===== config.mk =====
export PLATFORM = sky130hd
export DESIGN_NAME = cache_fill_arbiter_flat
export DESIGN_NICKNAME = d
export VERILOG_FILES = /design/src/rtl/cache_fill_arbiter_pkg.sv /design/src/rtl/cache_fill_arbiter_if.sv /design/src/rtl/cache_fill_arbiter_fill_addr_gen.sv /design/src/rtl/cache_fill_arbiter.sv /design/src/flat_wrapper.sv
export SDC_FILE = /design/constraint.sdc
export NUM_CORES = 1
export LEC_CHECK = 0
export ABC_CLOCK_PERIOD_IN_PS = 2350
export BUFFER_PORTS_ARGS = -buffer_cell sky130_fd_sc_hd__clkbuf_2
export CORE_AREA = 3 3 53 91
export CTS_BUF_LIST = sky130_fd_sc_hd__clkbuf_4 sky130_fd_sc_hd__clkbuf_8
export DETAILED_ROUTE_END_ITERATION = 8
export DIE_AREA = 0 0 56 94
export HOLD_SLACK_MARGIN = 0.02
export PLACE_DENSITY = 0.79
export REMOVE_ABC_BUFFERS = 1
export SYNTH_ARGS = -nofsm -noshare
export SYNTH_HDL_FRONTEND = slang
export SYNTH_SLANG_ARGS = --single-unit

===== constraint.sdc =====
create_clock -name clk -period 2.35 [get_ports clk]
set_clock_uncertainty 0.1 [all_clocks]
set_input_delay 0.47 -clock clk [delete_from_list [all_inputs] [get_ports clk]]
set_output_delay 0.47 -clock clk [all_outputs]
set_load 0.05 [all_outputs]

===== src/rtl/cache_fill_arbiter_pkg.sv =====
// Shared types and sizing helpers for the cache fill arbiter and its address generator.
package cache_pkg;

  typedef enum logic [1:0] {IDLE, WRITE, FILL, DONE} fill_state_t;
  typedef enum logic [1:0] {GNT_NONE, GNT_I, GNT_D} grant_t;

  localparam int BLK_WORDS_DEFAULT = 8;
  localparam int WORD_IDX_W        = $clog2(BLK_WORDS_DEFAULT);
  localparam int BLK_OFFSET_W      = WORD_IDX_W + 1;

  // Word-index width for an arbitrary block size (BLK_WORDS is a power of two, >= 2).
  function automatic int word_idx_w(input int blk_words);
    return $clog2(blk_words);
  endfunction

endpackage


===== src/rtl/cache_fill_arbiter_if.sv =====
// Main-memory port bundle: the arbiter is the master, the memory controller the slave.
interface cache_fill_arbiter_if #(
  parameter int ADDR_W = 16,
  parameter int DATA_W = 16
);
  logic              mem_en;
  logic              mem_wr;
  logic [ADDR_W-1:0] mem_addr;
  logic [DATA_W-1:0] mem_wdata;
  logic              mem_data_valid;
  logic [DATA_W-1:0] mem_rdata;

  modport master (
    output mem_en, mem_wr, mem_addr, mem_wdata,
    input  mem_data_valid, mem_rdata
  );

  modport slave (
    input  mem_en, mem_wr, mem_addr, mem_wdata,
    output mem_data_valid, mem_rdata
  );
endinterface


===== src/rtl/cache_fill_arbiter_fill_addr_gen.sv =====
// Block-fill address generator: latches the block base, counts issued reads and returned words.
module fill_addr_gen
  import cache_pkg::*;
#(
  parameter int ADDR_W    = 16,
  parameter int BLK_WORDS = BLK_WORDS_DEFAULT
) (
  input  logic                             clk,
  input  logic                             rst,
  input  logic                             start,
  input  logic [ADDR_W-1:0]                req_addr,
  input  logic                             issue,
  input  logic                             ret,
  output logic [ADDR_W-1:0]                rd_addr,
  output logic [word_idx_w(BLK_WORDS)-1:0] word_idx,
  output logic                             issue_done,
  output logic                             last_ret
);
  localparam int IDX_W = word_idx_w(BLK_WORDS);
  localparam int OFF_W = IDX_W + 1;

  logic [ADDR_W-1:0] base;
  logic [IDX_W:0]    issue_cnt;
  logic [IDX_W-1:0]  ret_cnt;

  // Base is only observed while a fill is issuing, so it needs no reset.
  always_ff @(posedge clk) begin
    if (start) begin
      base <= {req_addr[ADDR_W-1:OFF_W], {OFF_W{1'b0}}};
    end
  end

  always_ff @(posedge clk or posedge rst) begin
    if (rst) begin
      issue_cnt <= '0;
      ret_cnt   <= '0;
    end else if (start) begin
      issue_cnt <= '0;
      ret_cnt   <= '0;
    end else begin
      if (issue) issue_cnt <= issue_cnt + (IDX_W+1)'(1);
      if (ret)   ret_cnt   <= ret_cnt + IDX_W'(1);
    end
  end

  assign rd_addr    = base | ADDR_W'({issue_cnt[IDX_W-1:0], 1'b0});
  assign word_idx   = ret_cnt;
  assign issue_done = issue_cnt[IDX_W];
  assign last_ret   = &ret_cnt;

endmodule


===== src/rtl/cache_fill_arbiter.sv =====
// Shared memory-port arbiter and block-fill sequencer for the I- and D-caches.
// Define CACHE_FILL_ARBITER_PERF_CNT_EN to add the ifill_cnt/dfill_cnt completion counters.
module cache_fill_arbiter
  import cache_pkg::*;
#(
  parameter int ADDR_W    = 16,
  parameter int DATA_W    = 16,
  parameter int BLK_WORDS = BLK_WORDS_DEFAULT
) (
  input  logic                             clk,
  input  logic                             rst,
  input  logic                             icache_miss,
  input  logic [ADDR_W-1:0]                icache_miss_addr,
  input  logic                             dcache_miss,
  input  logic [ADDR_W-1:0]                dcache_miss_addr,
  input  logic                             dcache_wr_req,
  input  logic [ADDR_W-1:0]                dcache_wr_addr,
  input  logic [DATA_W-1:0]                dcache_wr_data,
  cache_fill_arbiter_if.master             mem,
  output logic                             fill_we,
  output logic                             fill_tag_we,
  output logic [word_idx_w(BLK_WORDS)-1:0] fill_word_idx,
  output logic [DATA_W-1:0]                fill_data,
  output logic                             fill_to_icache,
  output logic                             istall,
  output logic                             dstall,
  output logic                             busy
`ifdef CACHE_FILL_ARBITER_PERF_CNT_EN
  ,
  output logic [15:0]                      ifill_cnt,
  output logic [15:0]                      dfill_cnt
`endif
);
  localparam int IDX_W = word_idx_w(BLK_WORDS);

  fill_state_t      state;
  grant_t           grant;
  logic             start;
  logic             rd_en;
  logic             issue_done;
  logic             last_ret;
  logic [ADDR_W-1:0] start_addr;
  logic [ADDR_W-1:0] rd_addr;
  logic [IDX_W-1:0]  ret_idx;

  // A store pending in IDLE always wins; loads beat fetches.
  assign start      = (state == IDLE) && !dcache_wr_req && (dcache_miss || icache_miss);
  assign start_addr = dcache_miss ? dcache_miss_addr : icache_miss_addr;

  fill_addr_gen #(
    .ADDR_W   (ADDR_W),
    .BLK_WORDS(BLK_WORDS)
  ) u_addr_gen (
    .clk       (clk),
    .rst       (rst),
    .start     (start),
    .req_addr  (start_addr),
    .issue     (rd_en),
    .ret       (fill_we),
    .rd_addr   (rd_addr),
    .word_idx  (ret_idx),
    .issue_done(issue_done),
    .last_ret  (last_ret)
  );

  always_ff @(posedge clk or posedge rst) begin
    if (rst) begin
      state <= IDLE;
      grant <= GNT_NONE;
    end else begin
      unique case (state)
        IDLE: begin
          if (dcache_wr_req) begin
            state <= WRITE;
          end else if (dcache_miss) begin
            state <= FILL;
            grant <= GNT_D;
          end else if (icache_miss) begin
            state <= FILL;
            grant <= GNT_I;
          end
        end
        WRITE: state <= IDLE;
        FILL: begin
          if (fill_tag_we) state <= DONE;
        end
        DONE: begin
          state <= IDLE;
          grant <= GNT_NONE;
        end
        default: begin
          state <= IDLE;
          grant <= GNT_NONE;
        end
      endcase
    end
  end

  assign rd_en          = (state == FILL) && !issue_done;
  assign fill_we        = (state == FILL) && mem.mem_data_valid;
  assign fill_tag_we    = fill_we && last_ret;
  assign fill_word_idx  = ret_idx;
  assign fill_data      = mem.mem_rdata;
  assign fill_to_icache = (grant == GNT_I);
  assign busy           = (state != IDLE);

  // Stalls are forced low while reset is held so every output reads 0 during reset.
  assign istall = !rst && icache_miss && !((state == DONE) && (grant == GNT_I));
  assign dstall = !rst && ((dcache_miss && !((state == DONE) && (grant == GNT_D)))
                           || dcache_wr_req || (state == WRITE));

  always_comb begin
    mem.mem_en    = 1'b0;
    mem.mem_wr    = 1'b0;
    mem.mem_addr  = '0;
    mem.mem_wdata = '0;
    if (state == WRITE) begin
      mem.mem_en    = 1'b1;
      mem.mem_wr    = 1'b1;
      mem.mem_addr  = dcache_wr_addr;
      mem.mem_wdata = dcache_wr_data;
    end else if (rd_en) begin
      mem.mem_en   = 1'b1;
      mem.mem_addr = rd_addr;
    end
  end

`ifdef CACHE_FILL_ARBITER_PERF_CNT_EN
  function automatic logic [15:0] sat_inc(input logic [15:0] v);
    return (v == 16'hFFFF) ? v : v + 16'd1;
  endfunction

  always_ff @(posedge clk or posedge rst) begin
    if (rst) begin
      ifill_cnt <= '0;
      dfill_cnt <= '0;
    end else if (fill_tag_we) begin
      if (grant == GNT_I) ifill_cnt <= sat_inc(ifill_cnt);
      else                dfill_cnt <= sat_inc(dfill_cnt);
    end
  end
`endif

endmodule


===== src/flat_wrapper.sv =====
// flat-port wrapper written by rule: the top's interface ports become plain ports
module cache_fill_arbiter_flat import cache_pkg::*;
#(
  parameter int ADDR_W    = 16,
  parameter int DATA_W    = 16,
  parameter int BLK_WORDS = BLK_WORDS_DEFAULT
)
  (clk, rst, icache_miss, icache_miss_addr, dcache_miss, dcache_miss_addr, dcache_wr_req, dcache_wr_addr, dcache_wr_data, fill_we, fill_tag_we, fill_word_idx, fill_data, fill_to_icache, istall, dstall, busy, mem_mem_en, mem_mem_wr, mem_mem_addr, mem_mem_wdata, mem_mem_data_valid, mem_mem_rdata);
  cache_fill_arbiter_if #(.ADDR_W(ADDR_W), .DATA_W(DATA_W)) mem_i ();
  input  logic clk;
  input  logic rst;
  input  logic icache_miss;
  input  logic [ADDR_W-1:0] icache_miss_addr;
  input  logic dcache_miss;
  input  logic [ADDR_W-1:0] dcache_miss_addr;
  input  logic dcache_wr_req;
  input  logic [ADDR_W-1:0] dcache_wr_addr;
  input  logic [DATA_W-1:0] dcache_wr_data;
  output logic fill_we;
  output logic fill_tag_we;
  output logic [word_idx_w(BLK_WORDS)-1:0] fill_word_idx;
  output logic [DATA_W-1:0] fill_data;
  output logic fill_to_icache;
  output logic istall;
  output logic dstall;
  output logic busy;
  output wire logic [$bits(mem_i.mem_en)-1:0] mem_mem_en;
  output wire logic [$bits(mem_i.mem_wr)-1:0] mem_mem_wr;
  output wire logic [$bits(mem_i.mem_addr)-1:0] mem_mem_addr;
  output wire logic [$bits(mem_i.mem_wdata)-1:0] mem_mem_wdata;
  input wire logic [$bits(mem_i.mem_data_valid)-1:0] mem_mem_data_valid;
  input wire logic [$bits(mem_i.mem_rdata)-1:0] mem_mem_rdata;
  assign mem_mem_en = mem_i.mem_en;
  assign mem_mem_wr = mem_i.mem_wr;
  assign mem_mem_addr = mem_i.mem_addr;
  assign mem_mem_wdata = mem_i.mem_wdata;
  assign mem_i.mem_data_valid = mem_mem_data_valid;
  assign mem_i.mem_rdata = mem_mem_rdata;
  cache_fill_arbiter #(.ADDR_W(ADDR_W), .DATA_W(DATA_W), .BLK_WORDS(BLK_WORDS)) u_core (.clk(clk), .rst(rst), .icache_miss(icache_miss), .icache_miss_addr(icache_miss_addr), .dcache_miss(dcache_miss), .dcache_miss_addr(dcache_miss_addr), .dcache_wr_req(dcache_wr_req), .dcache_wr_addr(dcache_wr_addr), .dcache_wr_data(dcache_wr_data), .mem(mem_i), .fill_we(fill_we), .fill_tag_we(fill_tag_we), .fill_word_idx(fill_word_idx), .fill_data(fill_data), .fill_to_icache(fill_to_icache), .istall(istall), .dstall(dstall), .busy(busy));
endmodule

==> metrics.csv <==
stage,metric,value,unit
logic_synthesis,syn_avg_cell_area,11.2,um2
run_status,status,"finished, final reports clean",
logic_synthesis,ys_warn_count,0,
clocking,post_cts_resized,0,
global_route,grt_pass1_wl,6530,um
sta,min_period,2230,ps
sta,timing.final.crit_share,0.947,
place,post-dp-hpwl,3550,um
global_route,grt_usage,0.160,
drt,wl_per_cell,14.9,um
sta,slew-limit-headroom,0.708,
setup_path,cp-start-kind,flip-flop,
setup_path,cpPeakStageDelay,410,ps
global_route,antenna_found_initial,0,
floorplan,initial_core_util,0.370,
sta,fin_hold_ws,115,ps
setup_path,critical_path.top_delay_family,simple AND/OR/NAND/NOR gates,
sta,hold_viol,0,
setup_path,crit_type,reg -> out,
setup_path,required,1780,ps
place,io_buffers,104,
place,dpl-instance-area,2110,um2
floorplan,design.die.area,5260,um2
clocking,clock-sinks,23,
logic_synthesis,async_reset_ff_frac,0.478,
logic_synthesis,synth_edf_count,12,
clocking,cts_tree,yes,
clocking,clock-root-buffer,clkbuf_8,
cells_and_area,nets,319,
cells_and_area,fillers,396,
floorplan,row_count,31,
global_route,grt_overflow,0,
sta,setup_viol,0,
logic_synthesis,syn_area,1550,um2
logic_synthesis,yosys-top-cells-count,"and2_1 (17), buf_4 (17), a22o_1 (15), edfxtp_1 (12), mux2_2 (12)",
drt,drtIter0Drc,54,
setup_path,r2r-start,u_core.state[1]$_DFFE_PP0P_,
drt,drc,0,
logic_synthesis,ys.flop_type,edfxtp_1,
min_path,hold_path_class,in -> async,
setup_path,cp_num_cells,4,
drt,drt-total-wl,4140,um
global_route,grt_pass1_vias,1336,
logic_synthesis,seq_area_frac_synth,0.410,
cells_and_area,syn_to_final_growth,39.4,%
cells_and_area,drive_gt1_frac,0.603,
cells_and_area,n_antenna_cell,0,
sta,final.setup.tns,0,ps
logic_synthesis,synth_top_area_cell,edfxtp_1,
global_route,grt_max_degree,31,
logic_synthesis,yosysTopAreaCellShare,0.232,
setup_path,rr_worst_depth,5,
clocking,cts-htree-levels,1,
pwr,power,2.70,mW
logic_synthesis,synth_seq_cells,23,
clocking,holdBufCountCts,0,
logic_synthesis,ys_types,33,
pwr,vdd_ir_drop_max,0.709,mV
floorplan,core_area,4190,um2
drt,postRouteAntennaNets,0,
floorplan,die-width,56,um
logic_synthesis,synth.area.top_cells,"edfxtp_1 (23%), dfrtp_1 (18%), mux2_2 (8.7%), a22o_1 (8.5%), buf_4 (8.2%)",
floorplan,io_pins,145,
clocking,cts_setup_buffers,0,
setup_path,r2r-end,u_core.u_addr_gen.base[12]$_DFFE_PP_,
drt,routed_via_density,4.85,
clocking,cts_buffers,3,
setup_path,cp_cell_sequence,buf_4 -> and3b_1 -> and2_4 -> clkbuf_2,
pwr,power_leakage,1.12,nW
drt,dr_total_vias,1347,
setup_path,cp-end-kind,output pin,
setup_path,crit_fanout,7,
setup_path,path_buf_inv,2,
job,drv_cap,0,
floorplan,die_h,94,um
sta,grt_setup_unrepaired,no,
logic_synthesis,syn_inst,139,
clocking,worstSkewPairLatency,260,ps
setup_path,critPathCapture,fill_tag_we,
clocking,clk_path_buf_depth,2,
sta,max_freq,449,MHz
setup_path,cp_slowest_cell,dfrtp_1,
drt,first_pass_iters,4,
setup_path,regToRegSetupSlack,890,ps
setup_path,crit_start,u_core.state[0]$_DFFE_PP0P_,
cells_and_area,fin_area,2160,um2
setup_path,arrival,1660,ps
pwr,p_per_area,1250,nW/um2
sta,finalMaxSlewViolations,0,
clocking,clk_pin_slew_worst_paths,80,ps
sta,tightest_slew,438,ps
place,gp_congestion,0.725,
[stage by stage]
step	util	std cells	setup WS, ps
after CTS	0.515	278	88.1
after detailed placement	0.504	274	389
after floorplan	-	112	-546
after global routing	0.516	278	43.5
final	0.516	278	124
after global placement	0.504	274	388
[layout make-up]
| type | instances | area (um2) | share of cell area |
|---|---|---|---|
| timing repair buffer | 113 | 708 | 0.328 |
| multi-input combinational | 84 | 692 | 0.320 |
| sequential | 23 | 636 | 0.294 |
| tap | 49 | 61.3 | 0.0284 |
| clock buffer | 3 | 41.3 | 0.0191 |
| inverter | 5 | 18.8 | 0.00868 |
| clock inverter | 1 | 5.00 | 0.00231 |
[report_power, final]
group | total (mW) | internal (mW) | leakage (nW) | switching (mW)
sequential | 0.610 | 0.539 | 0.252 | 0.0714
combinational | 1.84 | 0.624 | 0.838 | 1.22
clock | 0.241 | 0.118 | 0.0255 | 0.123
[flip-flops by register name, indices dropped and copies added (netlist names)]
signal	flops
u_core.u_addr_gen.base	12
u_core.grant	2
u_core.u_addr_gen.issue_cnt	4
u_core.state	2
u_core.u_addr_gen.word_idx	3
[worst min path at each step]
stage | start | end | slack, ps | cells past startpoint
floorplan | rst | u_core.grant[0]$_DFFE_PP0P_ | 220 | 1
global placement | rst | u_core.grant[0]$_DFFE_PP0P_ | 400 | 2
detailed placement | rst | u_core.grant[0]$_DFFE_PP0P_ | 400 | 2
CTS | rst | u_core.grant[0]$_DFFE_PP0P_ | 110 | 2
global route | rst | u_core.state[0]$_DFFE_PP0P_ | 150 | 2
finish | rst | u_core.grant[1]$_DFFE_PP0P_ | 110 | 2
[metal layers]
| layer | wire, um | up-vias | GRT usage |
|---|---|---|---|
| met3 | 639 | 6 | 0.0757 |
| li1 | - | 650 | - |
| met4 | 63 | 0 | 0.0554 |
| met1 | 1480 | 586 | 0.175 |
| met5 | 0 | - | 0.0440 |
| met2 | 1960 | 105 | 0.266 |
[cell families (layout without fill, tap and decap cells)]
logic type,after synthesis,count (layout),share of synthesized area
buffers and inverters,32,122,0.147
XOR/XNOR,3,3,0.0169
flip-flops,23,23,0.410
multiplexers,16,16,0.113
AND/OR/NAND/NOR,39,39,0.165
adder cells (fa/ha/maj),3,3,0.0242
AO/OA/AOI/OAI,23,23,0.125
[cell usage in the layout (no fill, tap or decap)]
cell / n
a21o_2: 1
nor3_1: 1
inv_1: 4
a21o_1: 1
nand2_1: 2
a22oi_1: 1
buf_12: 8
dfrtp_1: 11
and2_4: 1
ha_1: 3
a21oi_2: 1
a311oi_1: 1
nor3b_2: 1
nor3_4: 1
and3b_1: 1
xnor2_1: 3
inv_2: 1
and2_1: 17
buf_4: 9
clkbuf_2: 96
and2b_1: 1
mux2_2: 12
o32ai_1: 1
o31ai_1: 1
clkbuf_8: 3
edfxtp_1: 12
nor2b_1: 1
mux2i_1: 4
clkinv_2: 1
nor2_8: 1
a41oi_1: 1
nor2_1: 10
and4bb_2: 1
or2_2: 1
a22o_1: 15
Power figures use the tool's default switching activity.
